### src/rtl/line_buffer_reader_pkg.sv
// Shared types and default widths for the line buffer read and write sides.
package line_buffer_pkg;

   localparam int DATA_WIDTH        = 16;
   localparam int BUFFER_ADDR_WIDTH = 8;
   localparam int SKID_DEPTH        = 2;

   typedef enum logic [1:0] {
      IDLE,
      FETCH,
      DRAIN
   } readState_e;

endpackage

### src/rtl/line_buffer_reader_if.sv
// Command, buffer read port and pixel stream bundle for line_buffer_reader.
// hdouble_en exists only when LINE_BUFFER_READER_HDOUBLE_EN is defined.
interface line_buffer_reader_if #(
   parameter int DATA_WIDTH        = line_buffer_pkg::DATA_WIDTH,
   parameter int BUFFER_ADDR_WIDTH = line_buffer_pkg::BUFFER_ADDR_WIDTH
);

   logic                         line_start;
   logic [BUFFER_ADDR_WIDTH-1:0] line_base;
   logic [BUFFER_ADDR_WIDTH:0]   line_count;
   logic [BUFFER_ADDR_WIDTH-1:0] buf_read_addr;
   logic [DATA_WIDTH-1:0]        buf_read_data;
   logic [DATA_WIDTH-1:0]        pix_data;
   logic                         pix_valid;
   logic                         pix_ready;
   logic                         line_done;
   logic                         busy;
`ifdef LINE_BUFFER_READER_HDOUBLE_EN
   logic                         hdouble_en;

   modport master (
      output line_start, line_base, line_count, buf_read_data, pix_ready, hdouble_en,
      input  buf_read_addr, pix_data, pix_valid, line_done, busy
   );

   modport slave (
      input  line_start, line_base, line_count, buf_read_data, pix_ready, hdouble_en,
      output buf_read_addr, pix_data, pix_valid, line_done, busy
   );
`else
   modport master (
      output line_start, line_base, line_count, buf_read_data, pix_ready,
      input  buf_read_addr, pix_data, pix_valid, line_done, busy
   );

   modport slave (
      input  line_start, line_base, line_count, buf_read_data, pix_ready,
      output buf_read_addr, pix_data, pix_valid, line_done, busy
   );
`endif

endinterface

### src/rtl/line_reader_skid.sv
// Two-entry fall-through FIFO: read data arriving while empty is presented the same
// cycle, so the buffer's registered read latency costs no extra pixel cycle.
module line_reader_skid
   import line_buffer_pkg::*;
#(
   parameter int DATA_WIDTH = line_buffer_pkg::DATA_WIDTH
) (
   input  logic                  clk,
   input  logic                  flush_i,
   input  logic                  push_i,
   input  logic [DATA_WIDTH-1:0] pushData_i,
   input  logic                  pop_i,
   output logic                  valid_o,
   output logic [DATA_WIDTH-1:0] data_o,
   output logic [1:0]            level_o
);

   logic [DATA_WIDTH-1:0] mem_q [SKID_DEPTH];
   logic                  wrPtr_q;
   logic                  rdPtr_q;
   logic [1:0]            level_q;
   logic [1:0]            level_d;
   logic                  stored;
   logic                  write;
   logic                  popStored;

   always_comb begin
      stored    = (level_q != 2'd0);
      popStored = pop_i && stored;
      write     = push_i && !(pop_i && !stored);
      level_d   = level_q + 2'(write) - 2'(popStored);
      valid_o   = stored || push_i;
      data_o    = '0;
      if (stored) begin
         data_o = mem_q[rdPtr_q];
      end else if (push_i) begin
         data_o = pushData_i;
      end
      level_o   = level_q;
   end

   // One-bit pointers wrap naturally at depth two.
   always_ff @(posedge clk) begin
      if (flush_i) begin
         level_q <= 2'd0;
         wrPtr_q <= 1'b0;
         rdPtr_q <= 1'b0;
      end else begin
         level_q <= level_d;
         if (write) begin
            mem_q[wrPtr_q] <= pushData_i;
            wrPtr_q        <= ~wrPtr_q;
         end
         if (popStored) begin
            rdPtr_q <= ~rdPtr_q;
         end
      end
   end

endmodule

### src/rtl/line_buffer_reader.sv
// Read-side sequencer: walks line buffer addresses and streams pixels on valid/ready.
// Optional horizontal pixel doubling is enabled by LINE_BUFFER_READER_HDOUBLE_EN.
module line_buffer_reader
   import line_buffer_pkg::*;
#(
   parameter int DATA_WIDTH        = line_buffer_pkg::DATA_WIDTH,
   parameter int BUFFER_ADDR_WIDTH = line_buffer_pkg::BUFFER_ADDR_WIDTH
) (
   input  logic                 clk,
   input  logic                 reset,
   line_buffer_reader_if.slave  bus
);

   localparam int AW = BUFFER_ADDR_WIDTH;
   localparam int CW = BUFFER_ADDR_WIDTH + 1;

   readState_e            state_q, state_d;
   logic [AW-1:0]         readAddr_q, readAddr_d;
   logic [CW-1:0]         remain_q, remain_d;
   logic                  inflight_q;
   logic                  done_q, done_d;
   logic                  issue;
   logic                  accept;
   logic                  lineEmpty;
   logic                  transfer;
   logic                  popNow;
   logic [1:0]            level;
   logic [1:0]            levelSum;
   logic                  skidValid;
   logic [DATA_WIDTH-1:0] skidData;

   // Reads are throttled so stored entries plus the outstanding read never exceed the skid.
   always_comb begin
      levelSum  = level + {1'b0, inflight_q};
      issue     = (state_q == FETCH) && (levelSum < 2'(SKID_DEPTH));
      lineEmpty = (level == 2'd0) && !inflight_q;
      accept    = (state_q == IDLE) && bus.line_start && !done_q;
      transfer  = skidValid && bus.pix_ready;
   end

`ifdef LINE_BUFFER_READER_HDOUBLE_EN
   logic dbl_q, dbl_d;
   logic second_q, second_d;

   // A doubled pixel leaves the skid only on its second transfer.
   always_comb begin
      dbl_d    = accept ? bus.hdouble_en : dbl_q;
      second_d = second_q;
      if (transfer && dbl_q) begin
         second_d = !second_q;
      end
      popNow   = transfer && (!dbl_q || second_q);
   end

   always_ff @(posedge clk) begin
      if (reset) begin
         dbl_q    <= 1'b0;
         second_q <= 1'b0;
      end else begin
         dbl_q    <= dbl_d;
         second_q <= second_d;
      end
   end
`else
   always_comb begin
      popNow = transfer;
   end
`endif

   always_ff @(posedge clk) begin
      if (reset) begin
         state_q    <= IDLE;
         readAddr_q <= '0;
         remain_q   <= '0;
         inflight_q <= 1'b0;
         done_q     <= 1'b0;
      end else begin
         state_q    <= state_d;
         readAddr_q <= readAddr_d;
         remain_q   <= remain_d;
         inflight_q <= issue;
         done_q     <= done_d;
      end
   end

   // An empty line finishes from IDLE through the registered done pulse.
   always_comb begin
      state_d    = state_q;
      readAddr_d = readAddr_q;
      remain_d   = remain_q;
      done_d     = 1'b0;
      case (state_q)
         IDLE: begin
            if (accept) begin
               if (bus.line_count == '0) begin
                  done_d = 1'b1;
               end else begin
                  readAddr_d = bus.line_base;
                  remain_d   = bus.line_count;
                  state_d    = FETCH;
               end
            end
         end
         FETCH: begin
            if (issue) begin
               readAddr_d = readAddr_q + AW'(1);
               remain_d   = remain_q - CW'(1);
               if (remain_q == CW'(1)) begin
                  state_d = DRAIN;
               end
            end
         end
         DRAIN: begin
            if (lineEmpty) begin
               state_d = IDLE;
            end
         end
         default: state_d = IDLE;
      endcase
   end

   always_comb begin
      bus.buf_read_addr = readAddr_q;
      bus.pix_valid     = skidValid;
      bus.pix_data      = skidData;
      bus.line_done     = done_q || ((state_q == DRAIN) && lineEmpty);
      bus.busy          = (state_q != IDLE);
   end

   line_reader_skid #(
      .DATA_WIDTH (DATA_WIDTH)
   ) skid (
      .clk        (clk),
      .flush_i    (reset),
      .push_i     (inflight_q),
      .pushData_i (bus.buf_read_data),
      .pop_i      (popNow),
      .valid_o    (skidValid),
      .data_o     (skidData),
      .level_o    (level)
   );

endmodule

### src/flat_wrapper.sv
// flat-port wrapper written by rule: the top's interface ports become plain ports
module line_buffer_reader_flat import line_buffer_pkg::*;
#(
   parameter int DATA_WIDTH        = line_buffer_pkg::DATA_WIDTH,
   parameter int BUFFER_ADDR_WIDTH = line_buffer_pkg::BUFFER_ADDR_WIDTH
)
  (clk, reset, bus_line_start, bus_line_base, bus_line_count, bus_buf_read_data, bus_pix_ready, bus_buf_read_addr, bus_pix_data, bus_pix_valid, bus_line_done, bus_busy);
  line_buffer_reader_if #(.DATA_WIDTH(DATA_WIDTH), .BUFFER_ADDR_WIDTH(BUFFER_ADDR_WIDTH)) bus_i ();
  input  logic clk;
  input  logic reset;
  input wire logic [$bits(bus_i.line_start)-1:0] bus_line_start;
  input wire logic [$bits(bus_i.line_base)-1:0] bus_line_base;
  input wire logic [$bits(bus_i.line_count)-1:0] bus_line_count;
  input wire logic [$bits(bus_i.buf_read_data)-1:0] bus_buf_read_data;
  input wire logic [$bits(bus_i.pix_ready)-1:0] bus_pix_ready;
  output wire logic [$bits(bus_i.buf_read_addr)-1:0] bus_buf_read_addr;
  output wire logic [$bits(bus_i.pix_data)-1:0] bus_pix_data;
  output wire logic [$bits(bus_i.pix_valid)-1:0] bus_pix_valid;
  output wire logic [$bits(bus_i.line_done)-1:0] bus_line_done;
  output wire logic [$bits(bus_i.busy)-1:0] bus_busy;
  assign bus_i.line_start = bus_line_start;
  assign bus_i.line_base = bus_line_base;
  assign bus_i.line_count = bus_line_count;
  assign bus_i.buf_read_data = bus_buf_read_data;
  assign bus_i.pix_ready = bus_pix_ready;
  assign bus_buf_read_addr = bus_i.buf_read_addr;
  assign bus_pix_data = bus_i.pix_data;
  assign bus_pix_valid = bus_i.pix_valid;
  assign bus_line_done = bus_i.line_done;
  assign bus_busy = bus_i.busy;
  line_buffer_reader #(.DATA_WIDTH(DATA_WIDTH), .BUFFER_ADDR_WIDTH(BUFFER_ADDR_WIDTH)) u_core (.clk(clk), .reset(reset), .bus(bus_i));
endmodule
### config.mk
export PLATFORM = sky130hd
export DESIGN_NAME = line_buffer_reader_flat
export DESIGN_NICKNAME = d
export VERILOG_FILES = /design/src/rtl/line_buffer_reader_pkg.sv /design/src/rtl/line_buffer_reader_if.sv /design/src/rtl/line_reader_skid.sv /design/src/rtl/line_buffer_reader.sv /design/src/flat_wrapper.sv
export SDC_FILE = /design/constraint.sdc
export NUM_CORES = 1
export LEC_CHECK = 0
export ABC_AREA = 1
export CORE_MARGIN = 4
export CORE_UTILIZATION = 45
export CTS_CLUSTER_SIZE = 12
export DETAILED_ROUTE_END_ITERATION = 6
export GPL_TIMING_DRIVEN = 0
export PLACE_DENSITY_LB_ADDON = 0.1
export SYNTH_ARGS = -nofsm -noshare
export SYNTH_HDL_FRONTEND = slang
export SYNTH_SLANG_ARGS = --single-unit
### constraint.sdc
create_clock -name clk -period 2.26 [get_ports clk]
set_input_delay 0.452 -clock clk [delete_from_list [all_inputs] [get_ports clk]]
set_output_delay 0.452 -clock clk [all_outputs]
set_load 0.01 [all_outputs]
# After elaboration in Yosys (flattened, before gate mapping)
# Memories as Yosys holds them, arrays and structs flattened. A register that Yosys moved wholly into a read port is not among the register bits.
# Cells that the tools add are included.
# word_totals
ff_bits	25
mem_bits_rw	32
input_bits	37
output_inout_bits	27
wordCells	73
n_memories	1
# op_classes
n_addsub	5
magnitude_cmp	1
eq_ne	8
n_mux	22
bitwise	4
reduce_logical	24
# memory_table
memory	words	word_bits	read_ports	rd_clocked_by_memory_dff	write_ports	line	rtl
u_core.skid.mem_q	2	16	1	1	1	line_reader_skid.sv:18	logic [DATA_WIDTH-1:0] mem_q [SKID_DEPTH];
# op_table
cell	count
two-way mux 16 bit	2
two-way mux 9 bit	3
two-way mux 8 bit	3
case mux 9 bit (2 select lines)	1
case mux 8 bit (2 select lines)	1
two-way mux 2 bit	5
equality test 9 x 1 -> 1 bit (second input constant)	1
logical AND 1 bit	9
zero test 9 bit	1
subtractor 9 x 1 -> 9 bit (second input constant)	1
adder 8 x 1 -> 8 bit (second input constant)	1
two-way mux 1 bit	6
!= test 2 x 1 -> 1 bit (second input constant)	3
case mux 2 bit (3 select lines)	1
nonzero test 2 bit	3
AND reduction 5 bit	1
adder 2 x 1 -> 2 bit	2
zero test 1 bit	4
zero test 2 bit	2
!= test 2 bit (second input constant)	2
inverter 1 bit	4
AND reduction 4 bit	1
OR reduction 3 bit	1
equality test 2 x 1 -> 1 bit (second input constant)	1
other kinds (4)	5

# Longest topological paths before layout
# Gate-level depths: netlist of run 1.
# logic_depth
word_depth	9
mapped_depth	10

# Hierarchy
# From an unflattened synthesis of run 1, not the netlist that was laid out.
# unflattened
cells_unflattened	400
hier_area_um2	3119.2
# by_module_without_submodules
mod	instances	cells_per_inst	area_each_um2	seq_area_each_um2
line_reader_skid	1	160	1662.8	1061.0
line_buffer_reader	1	240	1456.4	420.4

# Worst setup path before layout of run 1
# Ideal clock, no wire load.
# synth_path
path_kind	register to register
from	reg u_core.skid.level_q[1] (netlist: u_core.skid.level_o[1])
to	mem u_core.skid.mem_q[1][0] (enable)
t_arrival_ps	1953
required_time_ps	1851
slack_ps	-102
stages_incl_launch_ff	6
path_buffers	1
path_cell_list	dfxtp_1 -> nor2_1 -> buf_2 -> a21oi_1 -> inv_1 -> nor3_1
# synth_between
elab_chain_cells	9
elab_cells_between_ends	10
# synth_lines
item	line	rtl
from (decl)	line_reader_skid.sv:21	logic [1:0] level_q;
from (signal assigned)	line_reader_skid.sv:49	level_q <= level_d;
nonzero test 2 bit *	line_reader_skid.sv:28	stored = (level_q != 2'd0);
logical OR 1 bit	line_reader_skid.sv:32	valid_o = stored || push_i;
logical AND 1 bit	line_buffer_reader.sv:38	transfer = skidValid && bus.pix_ready;
logical AND 1 bit *	line_reader_skid.sv:30	write = push_i && !(pop_i && !stored);
zero test 1 bit *	line_reader_skid.sv:30	
logical AND 1 bit *	line_reader_skid.sv:30	
two-way mux 1 bit *	line_reader_skid.sv:50	if (write) begin
two-way mux 1 bit *	line_reader_skid.sv:44	if (flush_i) begin
two-way mux 1 bit (implied by the code) *	line_reader_skid.sv:51	mem_q[wrPtr_q] <= pushData_i;
to (decl)	line_reader_skid.sv:18	
# Mark *: on every way between the ends. The rest lies on a longest branch, timed or not.

# Worst setup path after layout of run 1
# layout_path
from	reg u_core.skid.level_q[1] (netlist: u_core.skid.level_o[1])
to	out bus_pix_data[13]
# layout_between
elab_chain_cells	2
# layout_lines
item	line	rtl
nonzero test 2 bit	line_reader_skid.sv:28	
two-way mux 16 bit	line_reader_skid.sv:34	if (stored) begin
to (decl)	flat_wrapper.sv:17	output wire logic [$bits(bus_i.pix_data)-1:0] bus_pix_data;
# Every way passes these cells.

==> key figures, run 1 <==
Route
  • Post-Route WL: roughly 6900 µm
  • DRC: 0
  • First-pass DRT Iterations: 4
  • Number of routed nets with antenna violations: 0
  • Routed len/inst: between 10 and 15 µm
  • Vias: around 2700
  • DR iter-0 viols: 82
  • Via density: 5.09

Critical path
  • Worst path most repeated cell: o21ai_0
  • Crit Path Category: reg2out
  • Worst r2r dst: u_core.skid.mem_q[0][2]$_DFFE_PP_
  • Crit start category: register
  • Buf/Inv on CP: 3
  • Worst setup path startpoint: u_core.skid.level_o[1]$_SDFF_PP0_
  • R2r startpoint: u_core.skid.level_o[1]$_SDFF_PP0_
  • Setup crit end kind: output pin
  • Reg2Reg Depth: 5
  • CP cell instances: nor2_2, inv_2, clkbuf_4, o21ai_0, o21ai_0, dlygate4sd2_1
  • CP required: around 1800 ps
  • CP peak stage delay: ~360 ps
  • Reg2reg setup slack: around 380 ps
  • Delay-heaviest family, CP: buffers and inverters
  • Crit path DAT: about 1600 ps
  • Crit-path max FO: 10
  • Critical-path top delay cell: dfxtp_2

Placed design
  • I/O Buffers: between 60 and 70
  • Routability cong.: between 0.8 and 0.9
  • Hpwl dp: just under 5000 µm
  • Placed Area: approximately 3700 µm²

Global routing
  • First-pass GRT wire length: around 12000 µm
  • Largest net degree at the start of global routing: 17
  • Met3 usage: 0.0501
  • Met1 Usage GRT: 0.226
  • Vias in the first global route: 2607
  • Initial antenna violation count: 0
  • GR Overflow Total: 0
  • Busiest grt layer: met2
  • Met2 global-route usage: 0.310
  • Total global-route track usage: 0.182

Yosys
  • Post-synthesis cell count: ~370
  • Seq cells post-synth: 58
  • Count leader, synth: nand2_1
  • Sequential area share after synthesis: 0.490
  • Netlist Area Pre-Place: between 3000 and 4000 µm²
  • Commonest cells post-synth: nand2_1 (64), nor2_1 (54), o21ai_0 (48)
  • Top_reg_cell synth: edfxtp_1
  • Largest area contributor in the synthesized netlist: edfxtp_1
  • Syn_area_per_cell: between 8 and 9 µm²
  • Number of flops mapped to enable cells by yosys: 32
  • Yosys warns: 0
  • Syn Nets: a little over 400
  • Share of the synthesized area in the top cell type: 0.318
  • Dominant cells by area after synthesis: edfxtp_1 (32%), dfxtp_1 (17%), o21ai_0 (7.9%)
  • Distinct cells, synth: 33
  • Async set-or-reset flop fraction in the synthesized netlist: 0

Clocking
  • Root buf cell: clkbuf_8
  • CTS max path bufs: 2
  • Clock Sinks: 58
  • CTS tree: done
  • Worst skew pair latency: approximately 330 ps
  • Clock slew seen by the registers of the worst setup and hold paths: about 70 ps
  • Cts bufs inserted: 9
  • CTS H-Tree Depth: 3

STA
  • Final min period: around 2100 ps
  • Worst clock skew: approximately 7.7 ps
  • Fin crit share: 0.926
  • Final setup violating endpoints: 0
  • Final-report max-slew violation count: 0
  • Worst slew pin tran: around 850 ps
  • Hold Vio Cnt, Final: 0
  • Worst Hold Slack: 461 ps
  • Fmax: between 400 and 500 MHz
  • RSZ-0062 raised after global routing: false
  • Max_slew headroom: 0.435
  • Post-Route Setup TNS: 0 ps

Flow run
  • Max_cap viols: 0

Min path
  • Hold endpoint: u_core.skid.wrPtr_q$_SDFFE_PP0P_
  • Hold-critical path depth: 2
  • Hold WC Path Type: reg2reg
  • Hold path startpoint: u_core.skid.wrPtr_q$_SDFFE_PP0P_

Floorplanning
  • Die Wd: around 90 µm
  • CORE AREA: roughly 6400 µm²
  • IO Pins: 64
  • Std cell rows: 29
  • Die area: between 8000 and 9000 µm²
  • Die Y-Extent: 90.0 µm
  • Starting density of the core: 0.471

Final layout
  • Post-route design area: roughly 4000 µm²
  • P&R area growth vs syn: 32.8%
  • Share of layout cells above drive strength 1: 0.155
  • FF+latch area: approximately 1500 µm²
  • Fillers: slightly below 600
  • Net count, final: 482
  • Multi-input gate area: about 1300 µm²
  • N_diodes: 0

Status
  • Status: completed

Power and ir drop
  • Leak pwr: approximately 1.8 nW
  • Pwr dens: about 1200 nW/µm²
  • Peak supply drop: 0.000661 V
  • Final Power: ~0.0049 W
==> report_power, final <==
group,internal [W],switching [W]
sequential,0.00131,0.000202
clock,0.000641,0.000406
combinational,0.00103,0.00135
==> layout make-up <==
class	instances	area share
Clock buffer	10	0.0343
Sequential cell	58	0.370
Tap cell	77	0.0240
Timing Repair Buffer	64	0.160
Multi-Input combinational cell	261	0.336
Buffer	15	0.0271
Clock inverter	6	0.0200
Inverter	31	0.0290
==> routing by layer <==
metal	wire [µm]	vias up
met4	84	0
met3	376	10
met2	3270	74
met5	0	-
li1	-	1380
met1	3190	1193
==> how the worst max path moves through the flow <==
stage	to	slack, ps	cells past startpoint
finish	bus_pix_data[13]	170	6
global route	bus_pix_data[14]	30	6
CTS	bus_pix_data[3]	30	6
detailed placement	u_core.skid.mem_q[0][7]$_DFFE_PP_	-410	4
global placement	u_core.skid.mem_q[0][7]$_DFFE_PP_	-390	4
floorplan	u_core.skid.mem_q[0][0]$_DFFE_PP_	250	3
==> through the flow <==
step                std cells   util  setup WS, ps
finish                    522  0.625           168
global route              522  0.625          27.6
CTS                       522  0.622          26.3
detailed placement        504  0.583          -414
global placement          504  0.583          -391
floorplan                 365      -           248
==> registers in the layout, indices dropped and copies added, names as in the netlist, named ones only <==
signal                    flops
u_core.done_q                 1
u_core.remain_q               9
u_core.bus.buf_read_addr      8
u_core.skid.level_o           2
u_core.state_q                2
u_core.skid.wrPtr_q           1
u_core.skid.rdPtr_q           1
u_core.skid.mem_q            32
u_core.inflight_q             1
==> kinds of logic after synthesis <==
| kind of cell | Yosys count | synth area share |
|---|---|---|
| and+or+nand+nor | 182 | 0.281 |
| AOI/OAI and AO/OA | 73 | 0.136 |
| DFF | 58 | 0.490 |
| buffers and inverters | 46 | 0.0691 |
| adders and majority gates | 5 | 0.0207 |
| xor gates and xnor gates | 1 | 0.00290 |
==> repair_timing <==
item,4_1_cts,5_1_grt
hold buffers,0,0
setup endpoints to repair,44,7
gates cloned,0,0
gates resized for setup,27,7
buffers inserted,2,0
==> cell usage in the layout, fill, tap and decap left out, types with 4 or more instances in the layout <==
| cell | n |
|---|---|
| inv_1 | 26 |
| edfxtp_1 | 32 |
| a21oi_1 | 7 |
| o21bai_1 | 4 |
| o21ai_1 | 4 |
| buf_2 | 4 |
| a21oi_2 | 7 |
| nand4_1 | 4 |
| o21ai_0 | 48 |
| dlymetal6s2s_1 | 7 |
| dlygate4sd2_1 | 10 |
| clkbuf_8 | 10 |
| nand2_2 | 13 |
| inv_2 | 5 |
| nor2_1 | 52 |
| clkdlybuf4s50_1 | 45 |
| nand3_1 | 35 |
| buf_4 | 4 |
| dfxtp_1 | 23 |
| ha_1 | 5 |
| nand2_1 | 64 |
==> worst min-delay path, stage by stage (launching register included) <==
cell	delay (ps)
dfxtp_1	310
nand2_1	60
a21oi_1	50
Note: power is estimated with default switching activity, not from simulation.
==> run 2, diff against run 1 <==
- CORE_UTILIZATION: 45 -> 46
- GPL_ROUTABILITY_DRIVEN: unset -> 0
- PLACE_DENSITY: unset -> 0.76
- PLACE_DENSITY_LB_ADDON: 0.1 -> unset
==> run 2 against run 1 <==
Clock skew rose by 2.1 ps; final area fell by 0.53%; hold slack got worse by 7.4 ps; core utilization rose by 0.38 points; sequential cell count did not move; largest power group unchanged; via count rose by 1.7%.
==> key figures, run 2 (synthesis gave the netlist of run 1 again) <==
Power and ir drop
  • Gate power share: 0.490
  • Cell Int Power: between 0.002 and 0.003 W
  • Pwr dens: about 1200 nW/µm²
  • Power share of the clock group: 0.199
  • Switching share of power: 0.415
  • Net Switching: between 0.002 and 0.0025 W
  • Peak supply drop: around 0.00058 V
  • Share of power burned in registers: 0.311
  • Leak pwr: about 1.7 nW

Critical path
  • Setup crit end kind: output pin
  • Worst path most repeated cell: o21ai_0
  • Reg2reg setup slack: 360 ps
  • CP required: 1810 ps
  • CP cell instances: nor2_2, inv_2, clkbuf_4, o21ai_0, o21ai_0, dlygate4sd2_1
  • Crit-path max FO: 10
  • Buf/Inv on CP: 3
  • Critical-path top delay cell: dfxtp_2
  • CP peak stage delay: 370 ps
  • Delay-heaviest family, CP: buffers and inverters
  • Crit Path Category: reg2out
  • Crit start category: register
  • Crit path DAT: 1620 ps

Route
  • Number of routed nets with antenna violations: 0
  • Via density: between 5 and 6
  • DR iter-0 viols: between 100 and 150
  • Vias: approximately 2700
  • DRC: 0
  • First-pass DRT Iterations: 4
  • Routed len/inst: ~14 µm
  • Post-Route WL: around 7200 µm

STA
  • Worst slew pin tran: 843 ps
  • Final min period: slightly above 2000 ps
  • Final-report max-slew violation count: 0
  • Fmax: between 400 and 500 MHz
  • Fin crit share: 0.915
  • Max_slew headroom: 0.438
  • RSZ-0062 raised after global routing: false
  • Worst clock skew: slightly below 10 ps
  • Hold Vio Cnt, Final: 0
  • Final setup violating endpoints: 0

Floorplanning
  • Std cell rows: 29
  • Die Wd: 89.1 µm
  • CORE AREA: between 6000 and 7000 µm²
  • Die area: about 8000 µm²
  • Die Y-Extent: just under 90 µm
  • IO Pins: 64
  • Starting density of the core: 0.476

Clocking
  • Post-CTS Hold Buffers: 0
  • Worst skew pair latency: approximately 340 ps
  • Cts bufs inserted: 9
  • CTS tree: done
  • Clock slew seen by the registers of the worst setup and hold paths: 70 ps
  • Root buf cell: clkbuf_8
  • CTS H-Tree Depth: 3
  • CTS max path bufs: 2
  • Clock Sinks: 58

Global routing
  • Total global-route track usage: 0.192
  • Vias in the first global route: 2624
  • GR Overflow Total: 0
  • Initial antenna violation count: 0
  • Largest net degree at the start of global routing: 17
  • First-pass GRT wire length: roughly 12000 µm

Final layout
  • Final cell count without fillers: 522
  • Post-route design area: between 3000 and 4000 µm²
  • Net count, final: 482
  • P&R area growth vs syn: 32.1%
  • Share of layout cells above drive strength 1: 0.160
  • Max reg flops: 32
  • Largest register by flop count: u_core.skid.mem_q
  • Commonest non-fill, non-tap cell in the layout: nand2_1
  • Commonest non-fill, non-tap cells in the layout: nand2_1 (64), nor2_1 (52), o21ai_0 (47)
  • N_diodes: 0

Flow run
  • Max_cap viols: 0

Status
  • Status: completed

Placed design
  • I/O Buffers: 62
  • Placed Area: around 3700 µm²
  • Post-Place Cells: between 500 and 600
  • Hpwl dp: slightly above 5000 µm

Min path
  • Hold WC Path Type: reg2reg
==> run 2: changes by cell type in the layout (fill, tap and decap cells not counted) <==
cell	change
clkinvlp_4	+3
dlygate4sd2_1	+3
dlymetal6s2s_1	-3
clkinv_1	-2
bufinv_16	-1
clkbuf_4	-1
clkinv_2	-1
clkinv_4	+1
inv_6	+1
o21ai_0	-1
o21ai_1	+1
==> run 2: worst register-to-register path, stage by stage, from the launching register on <==
cell and delay [ps]:
dfxtp_2 370, nor2_2 60, buf_4 150, a21oi_1 170, inv_1 130, ha_1 300
inv_1 60, ha_1 150, xor2_1 180, o21ai_0 100, a21oi_1 160
==> run 2: layout make-up <==
type | instances | area (µm²)
fillers | 562 | 2360
clock buffers | 9 | 124
multi-input cells | 261 | 1350
flip-flops and latches | 58 | 1490
inverters | 31 | 116
plain buffers | 15 | 115
clock inverters | 7 | 77.6
repair buffers | 64 | 629
well taps | 77 | 96.3
==> run 2: per-stage QoR <==
stage / hold WS, ps / worst slack [ps] / total power [W] / utilization / TNS, ps
final: 454 / 192 / 0.00489 / 0.629 / 0
after floorplan: 426 / 248 / 0.00300 / - / 0
after CTS: 454 / 0.909 / 0.00493 / 0.627 / 0
after detailed placement: 443 / -409 / 0.00394 / 0.590 / -13520
after global placement: 436 / -376 / 0.00388 / 0.590 / -11830
after global routing: 493 / 21.8 / 0.00528 / 0.629 / 0
==> run 2: power by group through the flow <==
| stage | clock [W] | sequential (W) | combinational [W] |
|---|---|---|---|
| 2_1_floorplan | 0 | 0.00150 | 0.00150 |
| 3_3_place_gp | 0 | 0.00152 | 0.00236 |
| 3_5_place_dp | 0 | 0.00153 | 0.00241 |
| 4_1_cts | 0.000989 | 0.00152 | 0.00242 |
| 5_1_grt | 0.00104 | 0.00155 | 0.00269 |
| 6_report | 0.000973 | 0.00152 | 0.00239 |
==> run 2: per-layer routing <==
layer	vias up	global-route usage	wire length, µm
met2	87	0.328	3380
met5	-	0	0
li1	1383	-	-
met4	0	0.0541	75
met1	1224	0.238	3170
met3	9	0.0535	532
==> run 2: timing repair <==
action / 4_1_cts / 5_1_grt
resized for setup: 31 / 5
setup buffers: 2 / 0
setup endpoints to repair: 47 / 5
==> run 2: path summary, 6_finish.rpt <==
check,from,to,cells past startpoint
setup / recovery,u_core.skid.level_o[1]$_SDFF_PP0_,bus_pix_data[9],6
hold reg to reg,u_core.skid.rdPtr_q$_SDFFE_PP0P_,register,1
setup reg to reg,u_core.skid.level_o[1]$_SDFF_PP0_,u_core.skid.level_o[1]$_SDFF_PP0_,10
hold / removal,u_core.skid.rdPtr_q$_SDFFE_PP0P_,register,1
==> run 3, diff against run 2 <==
- ABC_AREA: 1 -> 0
- CAP_MARGIN: unset -> 20
- SYNTH_HIERARCHICAL: unset -> 1
==> run 3 against run 2 <==
Power decreased by 40%; critical endpoint is now u_core/skid/level_o[1]$_SDFF_PP0_; clock power decreased by 7.1%; sequential power decreased by 18%; critical path depth increased by 4; via count decreased by 1.6%; die area increased by 2.0%; largest power group is now registers; area after synthesis increased by 2.2%; core utilization increased by 1.8 points; combinational power decreased by 67%; highest routed layer unchanged; first-iteration DRC count decreased by 28%; critical path type is now reg2reg.
==> key figures, run 3 <==
Global routing
  • First-pass GRT wire length: roughly 13000 µm
  • GR Overflow Total: 0
  • Largest net degree at the start of global routing: 17
  • Total global-route track usage: 0.197
  • Initial antenna violation count: 0
  • Vias in the first global route: about 2600

Floorplanning
  • Starting density of the core: 0.481
  • Die Wd: about 90 µm
  • Std cell rows: 29
  • CORE AREA: roughly 6400 µm²
  • Die Y-Extent: about 90 µm
  • IO Pins: 64
  • Die area: between 8000 and 9000 µm²

Critical path
  • CP peak stage delay: 330 ps
  • Reg2Reg Depth: 10
  • Crit Path Category: reg2reg
  • CP cell instances: buf_6, or3_4, and2_4, a21bo_4, ha_1, inv_1, ha_1, xor2_1, and2_1, nor3_1
  • R2r startpoint: u_core/inflight_q$_SDFF_PP0_
  • Setup crit end kind: register
  • Worst setup path endpoint: u_core/skid/level_o[1]$_SDFF_PP0_
  • Crit-path max FO: 9
  • Critical-path top delay cell: dfxtp_2
  • Worst setup path startpoint: u_core/inflight_q$_SDFF_PP0_
  • Crit start category: register
  • Reg2reg setup slack: 60 ps
  • Crit path DAT: 2450 ps
  • Worst r2r dst: u_core/skid/level_o[1]$_SDFF_PP0_
  • CP required: 2510 ps
  • Worst path most repeated cell: ha_1

STA
  • Worst clock skew: 5.10 ps
  • Hold Vio Cnt, Final: 0
  • Max_slew headroom: 0.660
  • Final min period: between 2000 and 2500 ps
  • Worst slew pin tran: between 500 and 600 ps
  • Fmax: between 400 and 500 MHz
  • Final-report max-slew violation count: 0
  • Fin crit share: 0.974
  • RSZ-0062 raised after global routing: true
  • Final setup violating endpoints: 0

Yosys
  • Count leader, synth: edfxtp_1
  • Syn_area_per_cell: 10.6 µm²
  • Commonest cells post-synth: edfxtp_1 (32), dfxtp_1 (26), nand2_1 (22)
  • Netlist Area Pre-Place: about 3100 µm²
  • Dominant cells by area after synthesis: edfxtp_1 (31%), dfxtp_1 (17%), mux2i_1 (5.8%)
  • Yosys warns: 6
  • Post-synthesis cell count: just under 300
  • Number of flops mapped to enable cells by yosys: 32
  • Sequential area share after synthesis: 0.480
  • Seq cells post-synth: 58
  • Distinct cells, synth: 57
  • Largest area contributor in the synthesized netlist: edfxtp_1
  • Syn Nets: roughly 330
  • Top_reg_cell synth: edfxtp_1
  • Async set-or-reset flop fraction in the synthesized netlist: 0
  • Share of the synthesized area in the top cell type: 0.311

Final layout
  • Max reg flops: 32
  • FF+latch area: around 1500 µm²
  • Fillers: 540
  • Share of layout cells above drive strength 1: 0.189
  • Post-route design area: just over 4000 µm²
  • Net count, final: 413
  • N_diodes: 0
  • Commonest non-fill, non-tap cells in the layout: clkdlybuf4s50_1 (49), edfxtp_1 (32), dfxtp_1 (23)
  • Largest register by flop count: u_core/skid/mem_q
  • Multi-input gate area: ~1500 µm²
  • P&R area growth vs syn: 34.5%
  • Commonest non-fill, non-tap cell in the layout: clkdlybuf4s50_1

Min path
  • Hold WC Path Type: reg2reg

Power and ir drop
  • Power share of the clock group: 0.309
  • Pwr dens: approximately 710 nW/µm²
  • Peak supply drop: around 0.00040 V
  • Gate power share: 0.266
  • Final Power: between 0.002 and 0.003 W
  • Share of power burned in registers: 0.426
  • Net Switching: ~0.00087 W
  • Switching share of power: 0.296
  • Cell Int Power: 0.00206 W
  • Leak pwr: between 1.5 and 2 nW

Route
  • Post-Route WL: between 7000 and 8000 µm
  • First-pass DRT Iterations: 4
  • DRC: 0
  • DR iter-0 viols: 105
  • Routed len/inst: approximately 17 µm
  • Number of routed nets with antenna violations: 0
  • Vias: approximately 2700
  • Via density: roughly 6

Placed design
  • Hpwl dp: 5420 µm
  • Placed Area: about 3800 µm²
  • I/O Buffers: 63

Clocking
  • Root buf cell: clkbuf_8
  • CTS tree: done
  • Clock Sinks: 58
  • Clock slew seen by the registers of the worst setup and hold paths: ~60 ps
  • Worst skew pair latency: around 330 ps
  • CTS max path bufs: 2
  • CTS H-Tree Depth: 3
  • Cts bufs inserted: 9

Flow run
  • Max_cap viols: 0

Status
  • Status: completed
[run 3: cell count changes after synthesis, moves of 16 or more]
cell / previous run / this run
inv_1: 28 / 10
nand3_1: 35 / 19
mux2i_1: 0 / 18
nand2_1: 64 / 22
nor2_1: 54 / 17
o21ai_0: 48 / 18
[run 3: area by class of cell]
type / count / share of cell area
Sequential cell: 58 / 0.358
Multi-Input combinational cell: 203 / 0.356
Timing Repair Buffer: 69 / 0.171
Buffer: 20 / 0.0389
Clock buffer: 9 / 0.0298
Tap cell: 77 / 0.0232
Clock inverter: 7 / 0.0145
Inverter: 10 / 0.00904
[run 3: critical path, delay by kind of cell, from the launching register on]
| family | cells | cell delay, ps |
|---|---|---|
| compound gates | 1 | 210 |
| flops | 1 | 330 |
| xor+xnor | 1 | 170 |
| fa+ha+maj | 2 | 450 |
| buf+inv | 2 | 180 |
| simple gates | 4 | 760 |
[run 3: cell families (layout without fill, tap and decap cells)]
group,count (synthesis),count (layout),share of synthesized area
flip-flops,58,58,0.480
XOR/XNOR,3,3,0.00851
AND/OR/NAND/NOR,110,110,0.211
AO/OA/AOI/OAI,64,64,0.150
adder cells (fa/ha/maj),5,5,0.0203
buffers and inverters,30,115,0.0551
multiplexers,21,21,0.0754
[run 3: what timing repair did]
action                                  4_1_cts  5_1_grt
endpoints found under the setup margin       49       19
pin swaps                                     3        2
gates resized for setup                      22       14
buffers inserted                              4        2
cloned                                        0        0
hold buffers                                  0        0
[run 3: routing by layer]
layer,GRT usage,vias up,wire [µm]
met5,0,-,0
met4,0.0753,0,92
met3,0.0384,11,437
met2,0.348,98,3840
met1,0.238,1273,3490
li1,-,1279,-
[run 3: how the worst min path moves through the flow]
stage               slack (ps)  depth (start not counted)                             from                         endpoint
floorplan                  440                          2  u_core/remain_q[7]$_SDFFE_PP0P_  u_core/remain_q[7]$_SDFFE_PP0P_
global placement           450                          2  u_core/remain_q[7]$_SDFFE_PP0P_  u_core/remain_q[7]$_SDFFE_PP0P_
detailed placement         460                          2  u_core/remain_q[7]$_SDFFE_PP0P_  u_core/remain_q[7]$_SDFFE_PP0P_
CTS                        460                          2  u_core/remain_q[7]$_SDFFE_PP0P_  u_core/remain_q[7]$_SDFFE_PP0P_
global route               510                          2  u_core/remain_q[6]$_SDFFE_PP0P_  u_core/remain_q[6]$_SDFFE_PP0P_
finish                     470                          2  u_core/remain_q[7]$_SDFFE_PP0P_  u_core/remain_q[7]$_SDFFE_PP0P_
[run 3: power groups by stage]
stage	clock network, W	registers [W]	logic [W]
floorplan	0	0.00126	0.000417
global placement	0	0.00126	0.000733
detailed placement	0	0.00126	0.000746
CTS	0.000923	0.00125	0.000775
global route	0.000958	0.00126	0.000853
finish	0.000904	0.00125	0.000779
[run 3: per-stage QoR]
step            util  hold WS (ps)  setup TNS [ps]  cells  setup WS, ps
5_1_grt        0.647           506           -34.3    453         -28.7
3_5_place_dp   0.598           456           -6080    431          -288
4_1_cts        0.640           465          -0.153    451        -0.153
3_3_place_gp   0.598           449           -4660    431          -247
2_1_floorplan      -           439               0    291          73.8
6_report       0.647           472               0    453          58.7
